### src/rtl/sbox_pkg.sv
// Shared constants for the masked S-box randomness path.
// Parameter defaults for rand_buffer and its handshake interface.
package sbox_pkg;

   localparam int SBOX_RAND_BITS = 18;
   localparam int PRNG_WORD_BITS = 64;
   localparam int RAND_POOL_BITS = 128;

   function automatic int pool_lvl_bits(input int pool);
      return $clog2(pool + 1);
   endfunction

endpackage

### src/rtl/rand_buffer_if.sv
// PRNG-side and S-box-side valid/ready handshakes of rand_buffer.
// slave: the buffer; master: PRNG source plus S-box consumer.
interface rand_buffer_if
   import sbox_pkg::*;
#(
   parameter int IN_BITS  = PRNG_WORD_BITS,
   parameter int OUT_BITS = SBOX_RAND_BITS
);

   logic                in_valid;
   logic [IN_BITS-1:0]  in_data;
   logic                in_ready;
   logic                out_valid;
   logic [OUT_BITS-1:0] out_data;
   logic                out_ready;

   modport slave (
      input  in_valid,
      input  in_data,
      output in_ready,
      output out_valid,
      output out_data,
      input  out_ready
   );

   modport master (
      output in_valid,
      output in_data,
      input  in_ready,
      input  out_valid,
      input  out_data,
      output out_ready
   );

endinterface

### src/rtl/rand_health_check.sv
// Stuck/zero PRNG word detector; only built with RAND_HEALTH_EN defined.
// ok_o is combinational on the offered word, err_o is sticky until rst.
`ifdef RAND_HEALTH_EN
module rand_health_check #(
   parameter int W = 64
) (
   input  logic         clk,
   input  logic         rst,
   input  logic         take_i,
   input  logic [W-1:0] word_i,
   output logic         ok_o,
   output logic         err_o
);

   logic [W-1:0] hist_q, hist_d;
   logic         err_q, err_d;
   logic         bad;

   assign bad   = (word_i == hist_q) | (word_i == '0);
   assign ok_o  = ~bad;
   assign err_o = err_q;

   always_comb begin
      hist_d = hist_q;
      err_d  = err_q;
      if (take_i) begin
         hist_d = word_i;
         if (bad) err_d = 1'b1;
      end
   end

   always_ff @(posedge clk or posedge rst) begin
      if (rst) begin
         hist_q <= '0;
         err_q  <= 1'b0;
      end else begin
         hist_q <= hist_d;
         err_q  <= err_d;
      end
   end

endmodule
`endif

### src/rtl/rand_buffer.sv
// Bit-pool FIFO re-chunking PRNG words into S-box randomness grants.
// Define RAND_HEALTH_EN to drop stuck/zero words and flag health_err.
module rand_buffer
   import sbox_pkg::*;
#(
   parameter int IN_BITS   = PRNG_WORD_BITS,
   parameter int OUT_BITS  = SBOX_RAND_BITS,
   parameter int POOL_BITS = RAND_POOL_BITS,
   localparam int LW       = $clog2(POOL_BITS + 1)
) (
   input  logic          clk,
   input  logic          rst,
   input  logic          flush,
   rand_buffer_if.slave  bus,
   output logic [LW-1:0] level,
   output logic          health_err
);

   localparam logic [LW-1:0] RDY_MAX = LW'(POOL_BITS - IN_BITS);
   localparam logic [LW-1:0] OUT_LV  = LW'(OUT_BITS);
   localparam logic [LW-1:0] IN_LV   = LW'(IN_BITS);

   logic [POOL_BITS-1:0] pool_q, pool_d;
   logic [LW-1:0]        level_q, level_d;
   logic [POOL_BITS-1:0] base_pool, word_ext;
   logic [LW-1:0]        base_lvl;
   logic                 take, give, keep;

   assign bus.in_ready  = (level_q <= RDY_MAX);
   assign bus.out_valid = (level_q >= OUT_LV);
   assign bus.out_data  = pool_q[OUT_BITS-1:0];
   assign level         = level_q;

   // flush wins, so a flushed word never touches the history either
   assign take = bus.in_valid & bus.in_ready & ~flush;
   assign give = bus.out_valid & bus.out_ready;

`ifdef RAND_HEALTH_EN
   rand_health_check #(
      .W(IN_BITS)
   ) u_health (
      .clk    (clk),
      .rst    (rst),
      .take_i (take),
      .word_i (bus.in_data),
      .ok_o   (keep),
      .err_o  (health_err)
   );
`else
   assign keep       = 1'b1;
   assign health_err = 1'b0;
`endif

   always_comb begin
      base_pool = pool_q;
      base_lvl  = level_q;
      word_ext  = POOL_BITS'(bus.in_data);
      if (give) begin
         base_pool = pool_q >> OUT_BITS;
         base_lvl  = level_q - OUT_LV;
      end
      pool_d  = base_pool;
      level_d = base_lvl;
      // new word lands right above what survives this cycle's grant
      if (take && keep) begin
         pool_d  = base_pool | (word_ext << base_lvl);
         level_d = base_lvl + IN_LV;
      end
      if (flush) begin
         pool_d  = '0;
         level_d = '0;
      end
   end

   always_ff @(posedge clk or posedge rst) begin
      if (rst) begin
         pool_q  <= '0;
         level_q <= '0;
      end else begin
         pool_q  <= pool_d;
         level_q <= level_d;
      end
   end

endmodule

### src/flat_wrapper.sv
// flat-port wrapper written by rule: the top's interface ports become plain ports
module rand_buffer_flat import sbox_pkg::*;
#(
   parameter int IN_BITS   = PRNG_WORD_BITS,
   parameter int OUT_BITS  = SBOX_RAND_BITS,
   parameter int POOL_BITS = RAND_POOL_BITS,
   localparam int LW       = $clog2(POOL_BITS + 1)
)
  (clk, rst, flush, level, health_err, bus_in_valid, bus_in_data, bus_in_ready, bus_out_valid, bus_out_data, bus_out_ready);
  rand_buffer_if #(.IN_BITS(IN_BITS), .OUT_BITS(OUT_BITS)) bus_i ();
  input  logic clk;
  input  logic rst;
  input  logic flush;
  output logic [LW-1:0] level;
  output logic health_err;
  input wire logic [$bits(bus_i.in_valid)-1:0] bus_in_valid;
  input wire logic [$bits(bus_i.in_data)-1:0] bus_in_data;
  output wire logic [$bits(bus_i.in_ready)-1:0] bus_in_ready;
  output wire logic [$bits(bus_i.out_valid)-1:0] bus_out_valid;
  output wire logic [$bits(bus_i.out_data)-1:0] bus_out_data;
  input wire logic [$bits(bus_i.out_ready)-1:0] bus_out_ready;
  assign bus_i.in_valid = bus_in_valid;
  assign bus_i.in_data = bus_in_data;
  assign bus_in_ready = bus_i.in_ready;
  assign bus_out_valid = bus_i.out_valid;
  assign bus_out_data = bus_i.out_data;
  assign bus_i.out_ready = bus_out_ready;
  rand_buffer #(.IN_BITS(IN_BITS), .OUT_BITS(OUT_BITS), .POOL_BITS(POOL_BITS)) u_core (.clk(clk), .rst(rst), .flush(flush), .bus(bus_i), .level(level), .health_err(health_err));
endmodule
### config.mk
export PLATFORM = sky130hd
export DESIGN_NAME = rand_buffer_flat
export DESIGN_NICKNAME = d
export VERILOG_FILES = /design/src/rtl/sbox_pkg.sv /design/src/rtl/rand_buffer_if.sv /design/src/rtl/rand_health_check.sv /design/src/rtl/rand_buffer.sv /design/src/flat_wrapper.sv
export SDC_FILE = /design/constraint.sdc
export NUM_CORES = 1
export LEC_CHECK = 0
export BUFFER_PORTS_ARGS = -buffer_cell sky130_fd_sc_hd__buf_4
export CAP_MARGIN = 20
export CORE_ASPECT_RATIO = 1.75
export CORE_UTILIZATION = 40
export CTS_BUF_LIST = sky130_fd_sc_hd__clkbuf_2
export CTS_CLUSTER_DIAMETER = 40
export CTS_CLUSTER_SIZE = 20
export DETAILED_ROUTE_END_ITERATION = 8
export PLACE_DENSITY = 0.67
export SYNTH_ARGS = -nofsm -noshare
export SYNTH_HDL_FRONTEND = slang
export SYNTH_SLANG_ARGS = --single-unit
export TNS_END_PERCENT = 50
### constraint.sdc
create_clock -name clk -period 7 [get_ports clk]
set_input_delay 1.4 -clock clk [delete_from_list [all_inputs] [get_ports clk]]
set_output_delay 1.4 -clock clk [all_outputs]
set_load 0.05 [all_outputs]
Word-level counts from Yosys, hierarchy flattened
Index checks and enable logic that the tools add are counted. Widths: inputs -> output; s select.

Flip-flop bits (word level): 136. Latch bits: 0. Memory bits (writable): 0. Bits in read-only memories: 0. Input bits: 69. Output and inout bits: 29. Logic and storage cells: 18. Memories kept: 0.

Add/subtract/negate cells: 2. Multiply operators: 0. Div/mod/pow operators: 0. $lt $le $gt $ge: 2. Equality and inequality tests: 0. Shift operators: 1. Multiplexer cells: 6. Bitwise operators: 5. Reduce and logical (&&, ||, !) cells: 0.

Operator list (count): $mux 128 (3); $or 128x128->128 (1); $shl 64x8->128 (1); $mux 8 (3); $add 8x7->8 const B (1); $ge 8x5->1 const B (1); $le 8x7->1 const B (1); $sub 8x5->8 const B (1); $and 1x1->1 (3); $not 1->1 (1).

Longest topological paths before layout
Gate-level depths: netlist of the first run.

Word-level depth: 7. Depth in mapped cells: 16.

Worst setup path after synthesis of the first run
Ideal clock, no wire load.

Path kind: reg-to-reg. Start point: register u_core.level_q[1] (netlist: u_core.level[1]). End point: register u_core.pool_q[45]. Arrival time: 3.822 ns. Data required time: 6.874 ns. Slack: 3.051 ns. Stages on the path, launching flop included: 14. Path buffers: 5. Period minus slack after synthesis: 3.949 ns. Cells stage by stage: dfrtp_1 -> buf_2 -> inv_1 -> buf_1 -> clkbuf_1 -> ha_1 -> nand2b_1 -> a311o_1 -> a211oi_1 -> buf_2 -> buf_1 -> mux2i_1 -> nor3_1 -> a311o_1.

Cells in the longest elaborated chain, start to end: 7.

RTL lines: from (decl) (line rand_buffer.sv:24) `logic [LW-1:0] level_q, level_d;`; from (signal assigned) (line rand_buffer.sv:81) `level_q <= level_d;`; $ge 8x5->1 (line rand_buffer.sv:30) `assign bus.out_valid = (level_q >= OUT_LV);`; $and 1x1->1 (line rand_buffer.sv:36) `assign give = bus.out_valid & bus.out_ready;`; $mux 8 (line rand_buffer.sv:58) `if (give) begin`; $shl 64x8->128 (line rand_buffer.sv:66) `pool_d = base_pool | (word_ext << base_lvl);`; $or 128x128->128 (line rand_buffer.sv:66); $mux 128 (*) (line rand_buffer.sv:65) `if (take && keep) begin`; $mux 128 (*) (line rand_buffer.sv:69) `if (flush) begin`; named net u_core.pool_d[45] (line rand_buffer.sv:23) `logic [POOL_BITS-1:0] pool_q, pool_d;`; to (signal assigned) (line rand_buffer.sv:80) `pool_q <= pool_d;`; to (decl) (line rand_buffer.sv:23).

The timed path passes the listed nets; every way through them passes the cells marked *.

Worst setup path in the final report of the first run
Start point: input bus_out_ready. End point: register u_core.pool_q[90].

Cells in the longest elaborated chain, start to end: 6.

RTL lines: from (decl) (line flat_wrapper.sv:21) `input wire logic [$bits(bus_i.out_ready)-1:0] bus_out_ready;`; $and 1x1->1 (*) (line rand_buffer.sv:36); $mux 8 (line rand_buffer.sv:58); $shl 64x8->128 (line rand_buffer.sv:66); $or 128x128->128 (line rand_buffer.sv:66); $mux 128 (*) (line rand_buffer.sv:65); $mux 128 (*) (line rand_buffer.sv:69); named net u_core.pool_d[90] (line rand_buffer.sv:23).

Marks and branches as above.

==> reports/metrics.cfg, run 1 <==
[critical_path]
crit_buf_inv=3
crit_chain=buf_4 -> clkinv_1 -> buf_4 -> a21oi_1 -> a2111oi_0 -> a211o_1 -> o21a_1 -> o21ai_0 -> mux2_2 -> a21oi_1 -> a221oi_1
reg2reg_depth=11
crit_type=primary input to flip-flop
worstPathArrival_ps=5950
cp_max_fo=40
critPathLaunchType=primary input
cp_slowest_cell=o21ai_0
crit_required_ps=7680
cpPeakStageDelay_ps=840
cp_num_cells=11
crit_family=compound AO/OA/AOI/OAI gates
cp-end-kind=flip-flop

[clocking]
cts_resized=0
numCtsBuffers=17
insertion_delay_ps=790
cts_setup_buffers=0
htreeDepth=4
cts_tree=built
clkTransAtPathRegs_ps=190
numClockSinks=135
postCtsHoldBufs=0
cts_buffer_depth=2
cts_root_buf=clkbuf_2

[synthesis]
netlist_area_mm2=0.01314
yosysTopAreaCell=dfrtp_1
synth-seq-cells=135
synth_top_area_share_pct=25.72
synth_warnings=0
ys_seq_area_share_pct=25.72
yosys.cell_types.count=83
synth_ff_type=dfrtp_1
synthCells=1773
netlist_top_cells_area=dfrtp_1, mux2i_1, nand2_1, nor2_1, a21oi_1
synth-edff-count=0
postSynth.asyncResetShare_pct=100.0
syn_area_per_cell_um2=7.408

[timing]
fin_skew_ps=41.89
slew-limit-headroom_pct=18.49
grt_setup_unrepaired=false
fmax_mhz=189.5
hold-worst-slack_ps=552.7
slew_viol_final=0
finalSetupTns_ps=0
hold_violations=0
max_slew.worst_pin.slew_ps=1210
fin_crit_sh_pct=75.37
fin_ws_ps=1724
setup_viol=0
period_needed_ps=5276

[grt]
antenna_found_initial=1
grt_pass1_wl_mm=96.63
grt_max_degree=129
grt_overflow=0
grt_pass1_vias=14810
grt_util_all_layers_pct=38.43

[route]
route.vias.total=15510
drt_wl_total_mm=65.48
drc=0
via_per_inst=7.074
dr.first_iter.drc_count=2099
wl_per_cell_um=29.86
ant_nets=0
dr.pass1.iters=8

[finish]
drive_gt1_share_pct=14.01
area_growth_pct=9.602
nNetsFinal=1851
final_cells=2193

[die]
die_w_um=139.0
coreArea_mm2=0.03222
dieArea_mm2=0.03360
initial_core_util_pct=40.77
rows=87
io_pins=98
die_y_um=241.7

[placement]
hpwl_mm=48.57
pre_cts_ws_ps=1155
gp_congestion=1.022
dpl.cell_count=2160
port_buffers=95

[min_path]
hold_depth=2
hold_path.class=flip-flop to flip-flop

[run_status]
outcome=complete, no violations

[pwr]
p_per_area_mw_per_mm2=640.1
peakVddDrop_v=0.0002767
p_leak_nw=5.972

[run]
max_cap_viol_count=0

==> final timing paths <==
kind,start,end,slack [ps]
worst max-delay path,bus_out_ready,u_core.pool_q[90],1720
worst min-delay path,u_core.pool_q[56],u_core.pool_q[38],550
worst max register to register,u_core.level[1],u_core.pool_q[91],1980
worst min register to register,u_core.pool_q[56],u_core.pool_q[38],550
max in group asynchronous,rst,u_core.pool_q[95],4880
min in group asynchronous,rst,u_core.pool_q[62],670
==> placed cells by master (no fill, tap or decap), types with 6 or more instances in the layout <==
cell type  count
nand2_1      229
nor2_1       207
buf_4        163
dfrtp_1      135
a21oi_1      133
mux2i_1      115
o21ai_0      113
o22ai_1       69
nand3_1       60
nor3_1        43
o211ai_1      37
a221oi_1      28
a211oi_1      27
a31oi_1       27
a22oi_1       27
mux2_2        25
clkbuf_2      21
o31ai_1       17
o32ai_1       17
inv_1         15
a21o_1        14
a221o_1       14
a211o_1       13
o2bb2ai_1     13
a32oi_1       13
a21boi_0      11
o21a_1        10
nor4_1        10
nand2b_1       9
nand4_1        9
nor2b_1        8
a311oi_1       8
or2_2          7
or3_1          7
o221ai_1       7
a2bb2oi_1      7
and2_1         6
==> where the power goes <==
group          leakage (nW)  internal, mW  total (mW)  switching [mW]
combinational          4.00          2.28        7.49            5.21
clock                 0.135         0.164       0.474           0.310
sequential             1.84          1.03        1.25           0.225
==> area by class of cell <==
class	count	area, um2
fill	3339	17820
multi-input combinational	1442	8960
sequential	135	3378
timing repair buffer	166	1271
tap	400	500.5
clock inverter	10	106.4
clock buffer	21	105.1
inverter	18	72.57
antenna	1	2.502
==> cells in the mapped netlist (10+ instances only) <==
library cell,n
o211ai_1,37
a211o_1,13
o21a_1,11
o2bb2ai_1,13
a221oi_1,28
o21ai_0,114
nand2_1,229
a21o_1,15
a211oi_1,28
a21oi_1,134
nor2_1,207
nor4_1,10
buf_4,21
a22oi_1,27
mux2_2,25
inv_1,16
nand3_1,60
a31oi_1,28
a221o_1,14
o31ai_1,17
mux2i_1,116
buf_2,38
a32oi_1,13
o22ai_1,69
o32ai_1,17
nor3_1,43
buf_1,18
a21boi_0,11
clkbuf_1,99
dfrtp_1,135
==> cell families (layout without fill, tap and decap cells) <==
logic type,after synthesis,count (layout),synth area share [%]
other,1,3,0.02855
xor gates and xnor gates,3,3,0.2572
DFF,135,135,25.72
muxes,145,145,11.53
buffers and inverters,197,215,6.763
and+or+nand+nor,618,618,20.40
AOI/OAI and AO/OA,672,672,35.11
adders and majority gates,2,2,0.1905
==> layer usage <==
layer,GRT usage (%),vias up,routed length [um]
li1,-,6714,-
met1,43.79,7470,23470
met2,64.20,1069,31170
met3,5.228,261,4986
met4,31.08,0,5856
met5,0,-,0
==> registers in the layout (all words and copies together), names as in the netlist <==
signal and cells:
u_core.pool_q 128, u_core.level 7
==> worst register-to-register path, stage by stage, from the launching register on <==
cell and delay (ps):
dfrtp_1 500, buf_4 350, inv_1 120, buf_4 320, ha_1 300, nand2b_1 230, o2bb2ai_4 680, buf_4 580
nand2_1 530, o221ai_1 770, a221oi_1 190, a2111oi_2 360
==> through the flow <==
step	cell area [um2]	power, mW	utilization, %
floorplan	13140	5.955	-
global placement	14170	8.386	43.99
detailed placement	14170	8.404	43.99
CTS	14390	8.894	44.65
global route	14400	9.594	44.68
finish	14400	9.215	44.68
No activity file was read; power rests on OpenSTA's default activity.
==> run 2, diff against run 1 <==
- PLACE_DENSITY: 0.67 -> 0.69
- clock period: 7 -> 4.65 ns (I/O delays scaled with it)
==> run 2 against run 1 <==
  * Final area grew 3.5%
  * Hold slack got worse by 340 ps
  * Sequential share of layout area fell by 0.78 points
  * Via count increased by 2.4%
  * Clock skew decreased by 3.3 ps
  * Utilization increased by 1.5 points
  * Sequential cell count unchanged
  * Critical path depth rose by 3
  * Register-to-register slack got worse by 1900 ps
  * Count of clock-buffer cells in the layout is 2 lower
  * Critical endpoint is now u_core.pool_q[83]
==> reports/metrics.cfg, run 2 (synthesis results as in run 1) <==
[run_status]
outcome=complete, no violations

[clocking]
cts_root_buf=clkbuf_2
cts_buffer_depth=2
numCtsBuffers=17
cts_tree=built
cts_resized=0
postCtsHoldBufs=0
cts_setup_buffers=0
htreeDepth=4
insertion_delay_ps=820
clkTransAtPathRegs_ps=240
numClockSinks=135

[die]
initial_core_util_pct=40.77
coreArea_mm2=0.03222
dieArea_mm2=0.03360
die_w_um=139.0
rows=87
io_pins=98
die_y_um=241.7

[timing]
fmax_mhz=218.2
setup_viol=0
slew_viol_final=0
finalSetupTns_ps=0
period_needed_ps=4583
grt_setup_unrepaired=false
fin_skew_ps=38.63
fin_crit_sh_pct=98.57
slew-limit-headroom_pct=18.68
hold_violations=0
max_slew.worst_pin.slew_ps=1207

[route]
route.vias.total=15880
dr.pass1.iters=8
dr.first_iter.drc_count=1942
drt_wl_total_mm=68.41
ant_nets=0
via_per_inst=7.036
drc=0
wl_per_cell_um=30.31

[finish]
fillers=3356
final_cell_mix=nand2_1, buf_4, nor2_1
area_growth_pct=13.38
nNetsFinal=1915
regMostFlops=u_core.pool_q
largest_reg_flops=128
drive_gt1_share_pct=16.92
layout_commonest_cell=nand2_1

[critical_path]
rrSetupSlack_ps=70
worstPathArrival_ps=5260
cp_max_fo=6
r2r_end=u_core.pool_q[83]
worstReg2RegStart=u_core.level[2]
crit_type=flip-flop to flip-flop
cp-startpoint=u_core.level[2]
critPathLaunchType=flip-flop
setup.worst_path.end=u_core.pool_q[83]
reg2reg_depth=14
cp-end-kind=flip-flop
crit_required_ps=5330

[placement]
port_buffers=95
hpwl_mm=51.05
gp_congestion=1.039

[grt]
grt_pass1_wl_mm=101.0
grt_util_all_layers_pct=40.43
grt_pass1_vias=15270
grt_max_degree=81
grt_overflow=0
antenna_found_initial=2

[min_path]
hold_path.class=primary input to async pin

[run]
max_cap_viol_count=0

[run 2: cell count changes in the layout (fill, tap and decap cells not counted)]
cell	delta
buf_12	+2
buf_4	+62
buf_6	+1
bufinv_16	-1
clkbuf_2	-2
clkbuf_4	-1
clkinv_1	+1
clkinv_2	-2
clkinv_4	+1
clkinvlp_4	+1
inv_6	+2
[run 2: per-layer routing]
layer / vias up / part of all wire (%) / track usage, %
li1: 6841 / - / -
met1: 7626 / 36 / 46.63
met2: 1084 / 47 / 66.89
met3: 330 / 8.0 / 6.693
met4: 0 / 8.8 / 30.65
met5: - / 0 / 0
[run 2: how the worst min path moves through the flow]
| stage | from | end | cells past startpoint |
|---|---|---|---|
| after global placement | u_core.pool_q[24] | u_core.pool_q[6] | 2 |
| after global routing | rst | u_core.pool_q[50] | 2 |
| after detailed placement | u_core.pool_q[3] | u_core.pool_q[3] | 2 |
| after CTS | rst | u_core.pool_q[126] | 2 |
| final | rst | u_core.pool_q[126] | 2 |
| after floorplan | u_core.pool_q[56] | u_core.pool_q[38] | 2 |
[run 2: critical path: stages (launching register included)]
cell and delay [ps]:
dfrtp_1 420, inv_1 70, ha_1 250, and3b_1 400, nor3_1 960, inv_2 90, nand2_1 270, buf_4 200
a21oi_1 110, nor4_1 290, buf_4 170, nor3_1 50, o31ai_1 550, nand2_1 140, a311oi_1 460
[run 2: final cells by class]
type                            count  area [um2]  area share (%)
Antenna cell                        1       2.502         0.01680
Clock buffer                       19       95.09          0.6385
Clock inverter                     12       103.9          0.6973
Inverter                           18       72.57          0.4873
Multi-Input combinational cell   1442        8960           60.16
Sequential cell                   135        3378           22.68
Tap cell                          400       500.5           3.361
Timing Repair Buffer              230        1780           11.96
[run 2: stage by stage]
step	instance area, um2	util [%]	setup slack (ps)	hold WS [ps]	std cells
after floorplan	13140	-	108.9	510.9	1774
after global placement	14680	45.56	104.4	530.0	2224
after detailed placement	14680	45.56	140.3	539.2	2224
after CTS	14880	46.18	254.8	244.9	2255
after global routing	14890	46.22	44.89	238.3	2257
final	14890	46.22	66.51	213.1	2257
Power of run 2 is not shown: default switching activity piles up to over one toggle a cycle in this logic, so the estimate is an artifact.
